--- src/rtl/clk_period_meter.sv ---
// Measures sig_in period and high time in clk cycles, with a sticky overflow flag.
// Define CLK_PERIOD_METER_SYNC_EN for a two-flop input synchronizer (default: one flop).
module clk_period_meter #(
    parameter int CNT_W = 28
) (
    input  logic             clk,
    input  logic             rst,
    input  logic             enable,
    input  logic             sig_in,
    output logic [CNT_W-1:0] period,
    output logic [CNT_W-1:0] high_time,
    output logic             period_valid,
    output logic             overflow
);

    typedef enum logic [1:0] {
        IDLE,
        ARM,
        MEAS
    } state_t;

    localparam logic [CNT_W-1:0] CNT_MAX = '1;
    localparam logic [CNT_W-1:0] CNT_ONE = CNT_W'(1);

    state_t state, state_nxt;
    logic s, s_d, rise, fall;
    logic [CNT_W-1:0] cnt, cnt_nxt;
    logic [CNT_W-1:0] hi_cap, hi_nxt;
    logic [CNT_W-1:0] period_nxt, high_nxt;
    logic valid_nxt, ovf_nxt;

`ifdef CLK_PERIOD_METER_SYNC_EN
    logic s_meta;

    always_ff @(posedge clk or posedge rst) begin
        if (rst) begin
            s_meta <= 1'b0;
            s      <= 1'b0;
        end else begin
            s_meta <= sig_in;
            s      <= s_meta;
        end
    end
`else
    always_ff @(posedge clk or posedge rst) begin
        if (rst) s <= 1'b0;
        else     s <= sig_in;
    end
`endif

    always_ff @(posedge clk or posedge rst) begin
        if (rst) s_d <= 1'b0;
        else     s_d <= s;
    end

    assign rise = s & ~s_d;
    assign fall = ~s & s_d;

    always_ff @(posedge clk or posedge rst) begin
        if (rst) begin
            state        <= IDLE;
            cnt          <= '0;
            hi_cap       <= '0;
            period       <= '0;
            high_time    <= '0;
            period_valid <= 1'b0;
            overflow     <= 1'b0;
        end else begin
            state        <= state_nxt;
            cnt          <= cnt_nxt;
            hi_cap       <= hi_nxt;
            period       <= period_nxt;
            high_time    <= high_nxt;
            period_valid <= valid_nxt;
            overflow     <= ovf_nxt;
        end
    end

    always_comb begin
        state_nxt  = state;
        cnt_nxt    = cnt;
        hi_nxt     = hi_cap;
        period_nxt = period;
        high_nxt   = high_time;
        valid_nxt  = 1'b0;
        ovf_nxt    = overflow;
        // Dropping enable wins over any edge seen in the same cycle.
        if (!enable) begin
            state_nxt = IDLE;
        end else begin
            unique case (state)
                IDLE: state_nxt = ARM;
                ARM: begin
                    if (rise) begin
                        cnt_nxt   = CNT_ONE;
                        hi_nxt    = '0;
                        state_nxt = MEAS;
                    end
                end
                MEAS: begin
                    if (rise) begin
                        period_nxt = cnt;
                        high_nxt   = hi_cap;
                        valid_nxt  = 1'b1;
                        ovf_nxt    = 1'b0;
                        cnt_nxt    = CNT_ONE;
                        hi_nxt     = '0;
                    end else if (cnt == CNT_MAX) begin
                        ovf_nxt   = 1'b1;
                        state_nxt = ARM;
                    end else begin
                        cnt_nxt = cnt + CNT_ONE;
                        if (fall) hi_nxt = cnt;
                    end
                end
                default: state_nxt = IDLE;
            endcase
        end
    end

endmodule
--- config.mk ---
export PLATFORM = sky130hd
export DESIGN_NAME = clk_period_meter
export DESIGN_NICKNAME = d
export VERILOG_FILES = /design/src/rtl/clk_period_meter.sv
export SDC_FILE = /design/constraint.sdc
export NUM_CORES = 1
export LEC_CHECK = 0
export BUFFER_PORTS_ARGS = -buffer_cell sky130_fd_sc_hd__buf_2
export CAP_MARGIN = 20
export CORE_ASPECT_RATIO = 1.75
export CORE_UTILIZATION = 58
export DETAILED_ROUTE_END_ITERATION = 10
export GPL_ROUTABILITY_DRIVEN = 1
export HOLD_SLACK_MARGIN = 0.05
export PLACE_DENSITY = 0.78
export SLEW_MARGIN = 20
export SYNTH_ARGS = -nofsm -noshare
export SYNTH_HDL_FRONTEND = slang
export SYNTH_SLANG_ARGS = --single-unit
--- constraint.sdc ---
create_clock -name clk -period 4.7 [get_ports clk]
set_input_delay 0.94 -clock clk [delete_from_list [all_inputs] [get_ports clk]]
set_output_delay 0.94 -clock clk [all_outputs]
set_load 0.005 [all_outputs]
Word-level counts from Yosys, hierarchy flattened --
Cells that the tools add are included.
Word-level totals: output and inout bits 58, logic and storage cells 50, register bits 118, input bits 4
Cells by class: reductions and logical operators 8, add/sub/neg operators 1, eq/ne operators 9, multiplexer cells 19, bitwise operators 4
Operators with widths (count):
- $mux W28 | 7
- $pmux W28 S2 | 2
- $add A28 B1 Y28 const B | 1
- $eq A28 B28 Y1 const B | 1
- $ne A3 B3 Y1 const B | 5
- $reduce_and A3 Y1 | 3
- $mux W2 | 4
- $pmux W2 S3 | 1
- $mux W1 | 5
- $reduce_and A5 Y1 | 1
- $reduce_and A4 Y1 | 1
- $reduce_bool A2 Y1 | 2
- $and A1 B1 Y1 | 2
- $eq A2 B1 Y1 const B | 1
- $eq A2 B2 Y1 const B | 1
- $logic_not A2 Y1 | 1
- $ne A2 B2 Y1 const B | 1
- $not A1 Y1 | 2

Longest topological paths before layout --
Gate-level depths: netlist of the first run.
depth in word-level cells 6, mapped depth 10, depth with buffers taken out 7

Least setup slack after synthesis of the first run --
OpenSTA, ideal clock, no wires.
kind register to register, start register cnt[0], end register hi_cap[10], required time 4.579 ns, period minus slack after synthesis 2.115 ns, path buffers 2, stages on the path, launching flop included 9, data arrival time 1.994 ns, setup time 0.121 ns, slack 2.585 ns, cell sequence dfrtp_1 -> ha_1 -> nand3_1 -> nor4_4 -> nand2_4 -> and3_4 -> buf_6 -> buf_6 -> a22o_1
Between the ends: longest elaborated chain between the ends 3
Ends and longest elaborated chain:
- start: declaration | RTL line 27 | logic [CNT_W-1:0] cnt, cnt_nxt;
- start signal: assignment | RTL line 70 | cnt <= cnt_nxt;
- $eq A28 B28 Y1 | RTL line 108 | end else if (cnt == CNT_MAX) begin
- $ne A3 B3 Y1 (no source line)
- $reduce_and A5 Y1 (no source line)
- end signal: assignment | RTL line 71 | hi_cap <= hi_nxt;
- end: declaration | RTL line 28 | logic [CNT_W-1:0] hi_cap, hi_nxt;
Every way passes these cells. A chain may end at the register's enable or synchronous reset.

Worst setup path in the final report of the first run --
start register cnt[0], end register cnt[0]
Between the ends: longest elaborated chain between the ends 4, elaborated cells on any way between the ends 7, those cells by class add/sub: 1; eq/ne: 2; mux: 3; reduce/logical: 1
Ends and longest elaborated chain:
- $add A28 B1 Y28 | RTL line 112 | cnt_nxt = cnt + CNT_ONE;
- $mux W28 | RTL line 108
- $mux W28 | RTL line 101 | if (rise) begin
- $pmux W28 S2 | RTL line 91 | unique case (state)
Several ways; a longest one is shown, not always the timed one. The select of a mux whose other input is x is not followed.

==> results list, run 1 <==
- The path with the worst hold slack has its endpoint at s_d$_DFF_PP0_.
- Boundary pin count: 62
- Compared with the post-synthesis result, the final layout area differs by 18.9%.
* TritonCTS clock tree: done
* FF-to-FF Start: cnt[0]$_DFFE_PP0P_
* Kind of end point of the critical path: register
- Top cell type's share of synthesized area: 0.586
- The die covers between 0.009 and 0.01 mm².
- FF+latch count, synth: between 100 and 150
- Routed via count: 4108
- In this run the deepest clock path goes through 2 buffers.
- Cells along the critical path: ha_1 -> nand3_1 -> nor4_4 -> a31o_2 -> inv_1 -> mux2_2
* Largest cells by area after synthesis: sky130_fd_sc_hd__dfrtp_1 59%, sky130_fd_sc_hd__nand2_1 13%, sky130_fd_sc_hd__a22o_1 4.7%, sky130_fd_sc_hd__o21ai_0 3.0%, sky130_fd_sc_hd__nand4_1 1.6%
- By startpoint and endpoint, the worst setup path is classified as register to register.
- Number of distinct library cell variants in the gate-level netlist after synthesis: slightly above 50
- Clock buffers created by TritonCTS: 17
- The worst hold path passes through 0 cells.
* Status: finished, final reports clean
- Worst supply voltage drop on vdd: 0.325 mV
* Clock insertion delay at the later pin of the skew report: between 400 and 500 ps
- The via count of the first global-routing pass is a little over 4000.
- Total number of yosys warnings: 0
* RSZ-0062 raised after global routing: no
* Gates resized, CTS repair: 0
- Proportion of layout cells with a drive suffix above 1: 0.189
- Worst setup skew after layout: approximately 7.1 ps
* Slowest cell on the critical path: sky130_fd_sc_hd__nor4_4
* Most frequent cells after synthesis: 180 x sky130_fd_sc_hd__nand2_1, 118 x sky130_fd_sc_hd__dfrtp_1, 30 x sky130_fd_sc_hd__o21ai_0
- Relative slew slack: 0.369
- Number of nets with antenna violations after routing: 0
- The initial antenna violation count came to 0.
- Buffers added to address setup during post-CTS repair amount to 0.
- In this run, the number of DRC markers left after iteration 0 of detailed routing was between 300 and 400.
- Max-cap violations in this run came to 0.
- Derived from the worst setup path, the maximum achievable clock frequency is between 0.3 and 0.4 GHz.
* Worst stage delay on the critical path: about 540 ps
* Clock input transition at the sequential cells of the worst setup and hold paths: around 50 ps
* Most frequently used flop master after synthesis: sky130_fd_sc_hd__dfrtp_1
- Top cell type by total area after synthesis: sky130_fd_sc_hd__dfrtp_1
* Critical register-to-register path endpoint: cnt[0]$_DFFE_PP0P_
* Remaining routing DRC violations: 0
- Iteration count of the initial detailed-routing pass: 5
- Data on the critical path is required at its endpoint by roughly 5000 ps.
- Of all nets on the critical path, the largest fanout is 25.
- DP Wirelength: roughly 7400 µm
- Final net count: 576
* Maximum number of pins on one net before global-route repair: 66
- Across all register-to-register paths, the minimum setup slack is approximately 2100 ps.
- The count of final max-slew check failures is 0.
- Adding up every negative setup slack in the final design gives 0 ps.
* Die width: between 70 and 80 µm
- Counting flops with an async set or reset pin after synthesis yields a share of 1.00.
- Crit path launch type: register
- Across every metal layer, demand over resource in global routing totals 0.289.
* Number of H-tree levels: 4
- Pin slew with the least headroom to its limit: 939 ps
* Wire length of the first global-routing pass: 19900 µm
- Post-Syn Area: between 0.005 and 0.006 mm²
* Placeable core region: about 0.0084 mm²
- The worst register-to-register path has a depth of 6.
- The share of the Yosys chip area taken by registers is 0.586.
- Clock tree root buffer cell: sky130_fd_sc_hd__clkbuf_16
* Count of placed standard cells in the final layout, fillers left out: 698
- In this run, synthesis inferred 0 flip-flops with an integrated enable.
- After technology mapping, the gate count stands at around 520.
- Final weighted congestion in routability-driven placement: a little over 1
- Standby leakage power: around 0.0032 µW
* Mapped Nets: between 500 and 600
* Remaining Overflow, GRT: 0
- Summed over all layers, the routed wires come to 11700 µm.
* Per-instance average area after synthesis: 9.76 µm²
- Number of sinks on the clock net: 118
* Placed instance count: between 600 and 700
- Post-layout min period: 2610 ps
* Setup violators final: 0
- In the post-synthesis netlist, the cell with the most instances is sky130_fd_sc_hd__nand2_1.
- Count of port buffers added during placement: 61
* Tcrit/Tclk final: 0.556
* Hold Path Class: register to register
- Cts hold-fix bufs: 0
* Power density normalized to cell area: ~400 mW/mm²
- Diodes inserted: 0
* Effective utilization at floorplan: 0.602
- Site row count: 44
- Number of vias per cell: a little under 6
- Fill cells in the final layout number 650.
* Vert. Die Dim: about 130 µm
- Data arrives at the worst endpoint at between 2000 and 3000 ps.
- The worst hold path begins at s$_DFF_PP0_.
- The count of endpoints failing hold in the final timing report came to 0.
- After detailed routing, the average wire length per cell comes to around 17 µm.
report_power, final:
group	leakage [µW]	switching, µW	internal [µW]
clock	0.000284	452	859
combinational	0.00127	41.9	15.1
sequential	0.00164	9.86	1030
stage by stage:
stage | total power [µW] | hold slack [ps] | area, µm² | worst slack [ps] | util
2_1_floorplan | 1090 | 360 | 5040 | 631 | -
3_3_place_gp | 1110 | 366 | 5370 | 2180 | 0.642
3_5_place_dp | 1110 | 378 | 5370 | 2050 | 0.642
4_1_cts | 2420 | 390 | 5980 | 2030 | 0.715
5_1_grt | 2480 | 403 | 5990 | 1890 | 0.715
6_report | 2400 | 390 | 5990 | 2090 | 0.715
routing by layer:
metal | vias up | part of all wire | track usage
li1 | 1900 | - | -
met1 | 1999 | 0.41 | 0.377
met2 | 169 | 0.51 | 0.451
met3 | 40 | 0.053 | 0.0661
met4 | 0 | 0.031 | 0.142
met5 | - | 0 | 0
flip-flops by register name, indices dropped and copies added, names as in the netlist:
name,cells
cnt,28
hi_cap,28
high_time,28
overflow,1
period,28
period_valid,1
s,1
s_d,1
state,2
worst max-delay path, delay by kind of cell, from the launching register on:
family | cells | cell delay, ps
simple gates | 2 | 760
compound gates | 1 | 540
flops | 1 | 420
mux | 1 | 310
buf+inv | 1 | 240
fa+ha+maj | 1 | 230
logic make-up (layout without fill, tap and decap cells):
group / count (synthesis) / after routing / share of synthesized area
and+or+nand+nor: 253 / 253 / 0.230
muxes: 1 / 1 / 0.00224
buffers and inverters: 40 / 107 / 0.0370
adders and majority gates: 2 / 2 / 0.00497
AOI/OAI and AO/OA: 102 / 102 / 0.139
DFF: 118 / 118 / 0.586
how the worst max path moves through the flow:
| stage | cells past startpoint | to | slack, ps | start |
|---|---|---|---|---|
| final | 6 | cnt[0]$_DFFE_PP0P_ | 2090 | cnt[0]$_DFFE_PP0P_ |
| after global routing | 7 | hi_cap[22]$_DFFE_PP0P_ | 1890 | s$_DFF_PP0_ |
| after CTS | 5 | hi_cap[9]$_DFFE_PP0P_ | 2030 | cnt[8]$_DFFE_PP0P_ |
| after detailed placement | 5 | hi_cap[19]$_DFFE_PP0P_ | 2050 | cnt[8]$_DFFE_PP0P_ |
| after global placement | 5 | hi_cap[9]$_DFFE_PP0P_ | 2180 | enable |
| after floorplan | 1 | cnt[0]$_DFFE_PP0P_ | 630 | rst |
area by class of cell:
class                           count  area (µm²)  share of cell area
Tap cell                          115         144              0.0240
Clock buffer                       20         457              0.0763
Timing Repair Buffer               65         335              0.0560
Clock inverter                     12         151              0.0253
Sequential cell                   118        2950               0.493
Inverter                           10        40.0             0.00669
Multi-Input combinational cell    358        1910               0.318
cell usage in the layout, fill, tap and decap left out, types with 2 or more instances in the layout:
master / instances
sky130_fd_sc_hd__a21oi_1: 9
sky130_fd_sc_hd__a22o_1: 27
sky130_fd_sc_hd__a31oi_1: 12
sky130_fd_sc_hd__a41oi_1: 4
sky130_fd_sc_hd__and2_1: 4
sky130_fd_sc_hd__and3_1: 6
sky130_fd_sc_hd__and4_1: 3
sky130_fd_sc_hd__buf_2: 61
sky130_fd_sc_hd__buf_4: 4
sky130_fd_sc_hd__bufinv_16: 3
sky130_fd_sc_hd__clkbuf_16: 17
sky130_fd_sc_hd__clkbuf_8: 2
sky130_fd_sc_hd__clkinv_2: 3
sky130_fd_sc_hd__clkinvlp_4: 5
sky130_fd_sc_hd__dfrtp_1: 118
sky130_fd_sc_hd__ha_1: 2
sky130_fd_sc_hd__inv_1: 8
sky130_fd_sc_hd__nand2_1: 179
sky130_fd_sc_hd__nand2b_1: 2
sky130_fd_sc_hd__nand3_1: 10
sky130_fd_sc_hd__nand3b_1: 3
sky130_fd_sc_hd__nand4_1: 13
sky130_fd_sc_hd__nor2_1: 13
sky130_fd_sc_hd__nor3_1: 4
sky130_fd_sc_hd__o211ai_1: 2
sky130_fd_sc_hd__o21a_1: 2
sky130_fd_sc_hd__o21ai_0: 30
sky130_fd_sc_hd__o31ai_1: 8
sky130_fd_sc_hd__o41ai_1: 2
Power figures use the tool's default switching activity.
==> run 2: changes to the inputs <==
- clock period: 4.7 -> 2.72 ns (I/O delays scaled with it)
==> results list, run 2 (synthesis results as in run 1) <==
- Layout Area Growth over Synthesis: 21.2%
- The total detailed-routing wirelength is 12200 µm (+3.6%).
- # fillers: 622 (-4.3%)
* Remaining routing DRC violations: 0 (unchanged)
* Detailed router's first-iteration violation count: 250 (-37%)
- The placer's final routability congestion estimate came to 0.932 (-9.1%).
- Max-cap check violation count: 0 (unchanged)
- Gates resized, CTS repair: 0 (unchanged)
- The quantity of I/O buffers inserted on ports was 61 (unchanged).
- The depth of the worst register-to-register path came to 6 (unchanged).
* Wire length of the first global-routing pass: 20000 µm (+0.32%)
- The flow ran to the end, and the final reports show no timing, DRC or antenna violations.
- The number of nets at the end of the flow is 587 (+1.9%).
- The worst clock skew is 6.34 ps (-0.805 ps).
- Relative slew slack: 0.558 (+0.189)
* Fin Setup TNS: 0 ps (unchanged)
- Diodes inserted: 0 (unchanged)
- The pin slew with the least headroom to its limit was 663 ps (-276 ps).
* Vert. Die Dim: 125 µm (unchanged)
- Antenna violations before repair: 0 (unchanged)
- The top achievable clock speed was 0.410 GHz (+7.1%).
- The I/O pin total was 62 (unchanged).
- Iteration count of the initial detailed-routing pass: 5 (unchanged)
* Remaining Overflow, GRT: 0 (unchanged)
* CP arrival: 2730 ps (-180 ps)
- Worst supply voltage drop on vdd: 0.618 mV (+90%)
- The core footprint came to 0.00837 mm² (unchanged).
* Post-CTS Setup Bufs: 0 (unchanged)
* Proportion of layout cells with a drive suffix above 1: 0.199 (+0.00997)
* Die footprint: 0.00907 mm² (unchanged)
* Kind of end point of the critical path: register
- Clock insertion delay at the later pin of the skew report: 410 ps (about the same)
- Effective utilization at floorplan: 0.602 (unchanged)
- The mean routed wirelength per cell was 17.1 µm (+2.0%).
- Standby leakage power: 0.00327 µW (+2.4%)
- Data required time at the worst endpoint: 3010 ps (-1980 ps)
- Routed via count: 4129 (+0.51%)
- Final Hold Fails: 0 (unchanged)
- The clock transition time at the flip-flop clock pins of the worst setup and hold paths was 50 ps (about the same).
* Number of nets with antenna violations after routing: 0 (unchanged)
* Most frequent standard cell in the layout excluding fill and tap cells: sky130_fd_sc_hd__nand2_1
- Hold Path Class: input port to register
- Tcrit/Tclk final: 0.897 (+0.341)
- The count of clock tree sinks was 118 (unchanged).
* Setup violators final: 0 (unchanged)
- STA classifies the critical path startpoint as a register.
- The power density over cell area was 702 mW/mm² (+75%).
* Post-layout min period: 2440 ps (-174 ps)
* Via count of the first global-routing pass: 3981 (-3.1%)
* Category of the most critical setup path: register to register
- The count of final max-slew check failures came to 0 (unchanged).
* Cts hold-fix bufs: 0 (unchanged)
- Top library cells by usage in the layout, fill and taps aside: 179 x sky130_fd_sc_hd__nand2_1, 118 x sky130_fd_sc_hd__dfrtp_1, 61 x sky130_fd_sc_hd__buf_2, 30 x sky130_fd_sc_hd__o21ai_0, 27 x sky130_fd_sc_hd__a22o_1
- The number of cells on the worst hold path was 1 (+1).
* Maximum number of pins on one net before global-route repair: 119 (+80%)
- RSZ-0062 raised after global routing: no
- Number of H-tree levels: 4 (unchanged)
* DP Wirelength: 7880 µm (+6.5%)
* Clock buffers created by TritonCTS: 17 (unchanged)
* Clock tree root buffer cell: sky130_fd_sc_hd__clkbuf_16
- The average vias per placed instance is 5.82 (-1.0%).
- Core occupancy in the finished layout: 0.730 (+0.0141)
- Die width: 72.4 µm (unchanged)
- The maximum fanout along the worst path was 27 (+8.0%).
- Global-route usage over all layers: 0.292 (+0.00257)
- TritonCTS clock tree: done
- The maximum count of clock buffers along a single path is 2 (unchanged).
- Site row count: 44 (unchanged)
-- run 2: cell type report --
| type | count | area, µm² | area share |
|---|---|---|---|
| clock buffers | 25 | 495 | 0.0812 |
| clock inverters | 7 | 141 | 0.0232 |
| inverters | 10 | 41.3 | 0.00676 |
| multi-input cells | 358 | 1900 | 0.311 |
| flip-flops and latches | 118 | 2950 | 0.484 |
| well taps | 115 | 144 | 0.0236 |
| repair buffers | 76 | 430 | 0.0705 |
-- run 2: final timing paths --
path                               startpoint                         to  slack (ps)
setup / recovery           cnt[0]$_DFFE_PP0P_     hi_cap[11]$_DFFE_PP0P_         280
max in group asynchronous                 rst  high_time[22]$_DFFE_PP0P_        1900
min in group asynchronous                 rst     hi_cap[15]$_DFFE_PP0P_         270
hold reg to reg                   s$_DFF_PP0_              s_d$_DFF_PP0_         390
hold / removal                         sig_in                s$_DFF_PP0_         240
setup reg to reg           cnt[0]$_DFFE_PP0P_     hi_cap[11]$_DFFE_PP0P_         280
-- run 2: where the power goes --
part | total [µW] | leakage (µW) | switching (µW) | internal [µW]
sequential | 1790 | 0.00164 | 15.9 | 1770
combinational | 103 | 0.00132 | 73.4 | 29.6
clock | 2390 | 0.000308 | 758 | 1630
-- run 2: through the flow --
stage	total power (µW)	std cells	setup WS, ps	hold slack (ps)	cell area, µm²
6_report	4280	709	280	244	6100
4_1_cts	4310	709	326	228	6100
3_3_place_gp	1920	677	405	373	5470
5_1_grt	4400	709	166	224	6100
3_5_place_dp	1920	677	333	380	5470
2_1_floorplan	1880	516	605	360	5040
-- run 2: worst max-delay path: stages, from the launching register on --
cell and delay [ps]:
sky130_fd_sc_hd__dfrtp_1 410, sky130_fd_sc_hd__ha_1 230, sky130_fd_sc_hd__nand3_1 240, sky130_fd_sc_hd__nor4_4 560, sky130_fd_sc_hd__nand2_4 240, sky130_fd_sc_hd__and3_4 360, sky130_fd_sc_hd__a22o_1 270
-- run 2: layer usage --
layer / global-route usage / part of all wire / up-vias
li1: - / - / 1925
met1: 0.366 / 0.42 / 2014
met3: 0.0717 / 0.050 / 29
met4: 0.133 / 0.028 / 0
met2: 0.471 / 0.51 / 161
met5: 0 / 0 / -
==> run 3: changes to the inputs <==
- CELL_PAD_IN_SITES_DETAIL_PLACEMENT: not set -> 1
- CELL_PAD_IN_SITES_GLOBAL_PLACEMENT: not set -> 1
- CORE_UTILIZATION: 58 -> 45
==> results list, run 3 (synthesis results as in run 1) <==
* Kind of end point of the critical path: register
* Number of pins exceeding their max-slew limit in the final report: 0 (unchanged)
- Die footprint: 0.0116 mm² (+28%)
- The total setup violations reported at the end of the flow is 0 (unchanged).
* Max Clk Rate: 0.407 GHz (-0.81%)
- Count of port buffers added during placement: 61 (unchanged)
- Pin slew with the least headroom to its limit: 618 ps (-44.6 ps)
- Site row count: 50 (+14%)
* Antenna violations before repair: 0 (unchanged)
- Number of vias per cell: 5.79 (-0.56%)
* Internal power summed over all cells: 3090 µW (-10%)
* Iteration count of the initial detailed-routing pass: 4 (-1)
- Area taken by multi-input logic gates: 0.00190 mm² (unchanged)
- Worst setup skew after layout: 5.93 ps (-0.409 ps)
- Status: finished, final reports clean
- Wire length per cell: 18.9 µm (+10%)
- Switching part of the total power: 0.216 (+0.0182)
- Number of nets with antenna violations after routing: 0 (unchanged)
* Largest fanout of any net on the critical path: 18 (-33%)
* Clock buffers created by TritonCTS: 17 (unchanged)
- Clock network fraction of design power: 0.518 (-0.040)
* Standby leakage power: 0.00323 µW (-1.2%)
- The first-pass GRT wire length is 22800 µm (+14%).
- Pre-CTS setup slack: 293 ps (-40.4 ps)
- Smallest setup slack after layout: 260 ps (-20.0 ps)
* Design area: 0.00603 mm² (-1.2%)
- The min-delay analysis places its worst path in the category input port to asynchronous set/reset pin.
- TritonCTS clock tree: done
* Proportion of layout cells with a drive suffix above 1: 0.199 (+0.000671)
- The sequential fraction of design power came to 0.455 (+0.037).
* DP Wirelength: 9050 µm (+15%)
- The setup total negative slack came to 0 ps (unchanged).
* Final Hold Fails: 0 (unchanged)
- The worst voltage drop across the vdd grid is 0.467 mV (-24%).
- Effective utilization at floorplan: 0.465 (-0.137)
- STA classifies the critical path startpoint as a register.
* Detailed router's first-iteration violation count: 263 (+5.2%)
- The required time reported for the critical path endpoint came to 3070 ps (+60 ps).
- The via count of the first global-routing pass came to 4506 (+13%).
- The number of diodes added for antenna fixing came to 0 (unchanged).
- Cts hold-fix bufs: 0 (unchanged)
- The global-route usage over all layers is 0.261 (-0.0304).
* Layout Area Growth over Synthesis: 19.8%
- The combinational cell fraction of total power is 0.027 (+0.003).
- The share of the core filled with cells in the final layout was 0.557 (-0.172).
* Routed via count: 4181 (+1.3%)
- The number of nets at the end of the flow came to 586 (-0.17%).
* Post-CTS Setup Bufs: 0 (unchanged)
* Remaining Overflow, GRT: 0 (unchanged)
- Placed instance count: 691 (+2.1%)
- The clock insertion delay at the later pin of the skew report is 410 ps (about the same).
- The I/O pin total was 62 (unchanged).
- The data arrival at the endpoint of the critical path came to 2810 ps (+80 ps).
* Category of the most critical setup path: register to register
- The power density over cell area came to 653 mW/mm² (-6.9%).
- The core footprint is 0.0108 mm² (+29%).
- The pin count of the biggest net entering global routing came to 60 (-50%).
* Final weighted congestion in routability-driven placement: 0.883 (-5.3%)
- Setup repair after global routing left no endpoint under its margin.
* Relative slew slack: 0.588 (+0.0298)
- The number of DRC violations after detailed routing was 0 (unchanged).
- Gates resized, CTS repair: 0 (unchanged)
* Net switching power figure: 851 µW (+0.51%)
- The clock period minus worst slack is 2460 ps (+20.0 ps).
- The post-detailed-placement cell area came to 0.00549 mm² (+0.43%).
- The count of clock tree sinks is 118 (unchanged).
- Tcrit/Tclk final: 0.904 (+0.00736)
- # fillers: 1225 (+97%)
* Register area: 0.00295 mm² (unchanged)
- The clock transition time at the flip-flop clock pins of the worst setup and hold paths is 50 ps (about the same).
- Max-cap check violation count: 0 (unchanged)
- Post-Route WL: 13600 µm (+12%)
- The maximum level of the CTS H-tree was 4 (unchanged).
- The library cells used most frequently in the layout, excluding fill and tap cells, are 179 x sky130_fd_sc_hd__nand2_1, 118 x sky130_fd_sc_hd__dfrtp_1, 61 x sky130_fd_sc_hd__buf_2, 30 x sky130_fd_sc_hd__o21ai_0, 27 x sky130_fd_sc_hd__a22o_1.
* Count of placed standard cells in the final layout, fillers left out: 722 (+1.8%)
* Vert. Die Dim: 142 µm (+13%)
- Clock tree buffer depth: 2 (unchanged)
* Clock tree root buffer cell: sky130_fd_sc_hd__clkbuf_16
- Leaving out fill and tap cells, the most frequent cell in the layout is sky130_fd_sc_hd__nand2_1.
- Die width: 82.0 µm (+13%)
==> run 3: worst max-delay path: stages, from the launching register on <==
cell,delay [ps]
sky130_fd_sc_hd__dfrtp_1,420
sky130_fd_sc_hd__ha_1,230
sky130_fd_sc_hd__nand3_1,250
sky130_fd_sc_hd__nor4_4,540
sky130_fd_sc_hd__nand2_4,260
sky130_fd_sc_hd__nand2_1,460
sky130_fd_sc_hd__mux2_2,240
==> run 3: final timing paths <==
check,slack (ps),start,depth (start not counted),to
min in group clk,240,sig_in,1,s$_DFF_PP0_
min,100,rst,2,high_time[14]$_DFFE_PP0P_
max reg2reg,260,cnt[0]$_DFFE_PP0P_,6,cnt[0]$_DFFE_PP0P_
max,260,cnt[0]$_DFFE_PP0P_,6,cnt[0]$_DFFE_PP0P_
min reg2reg,390,s$_DFF_PP0_,0,s_d$_DFF_PP0_
max in group asynchronous,1890,rst,3,period[3]$_DFFE_PP0P_
==> run 3: layout make-up <==
type	count	area share
Sequential cell	118	0.489
Multi-Input combinational cell	358	0.315
Clock buffer	21	0.0763
Timing Repair Buffer	75	0.0722
Tap cell	130	0.0270
Clock inverter	10	0.0135
Inverter	10	0.00684
==> run 3: power by group through the flow <==
stage / Combinational, µW / Clock [µW] / Sequential [µW]
2_1_floorplan: 67.6 / 0 / 1820
3_3_place_gp: 106 / 0 / 1820
3_5_place_dp: 110 / 0 / 1820
4_1_cts: 110 / 2080 / 1790
5_1_grt: 123 / 2160 / 1790
6_report: 107 / 2040 / 1790
==> run 3: routing by layer <==
layer | global-route usage | vias to the layer above | routed length, µm
met3 | 0.0577 | 26 | 461
met1 | 0.320 | 2133 | 5670
met5 | 0 | - | 0
met2 | 0.431 | 96 | 7140
met4 | 0.116 | 0 | 350
li1 | - | 1926 | -
==> run 3: through the flow <==
stage / hold slack, ps / power, µW
2_1_floorplan: 360 / 1880
3_3_place_gp: 379 / 1930
3_5_place_dp: 383 / 1930
4_1_cts: 100 / 3980
5_1_grt: 126 / 4070
6_report: 104 / 3940
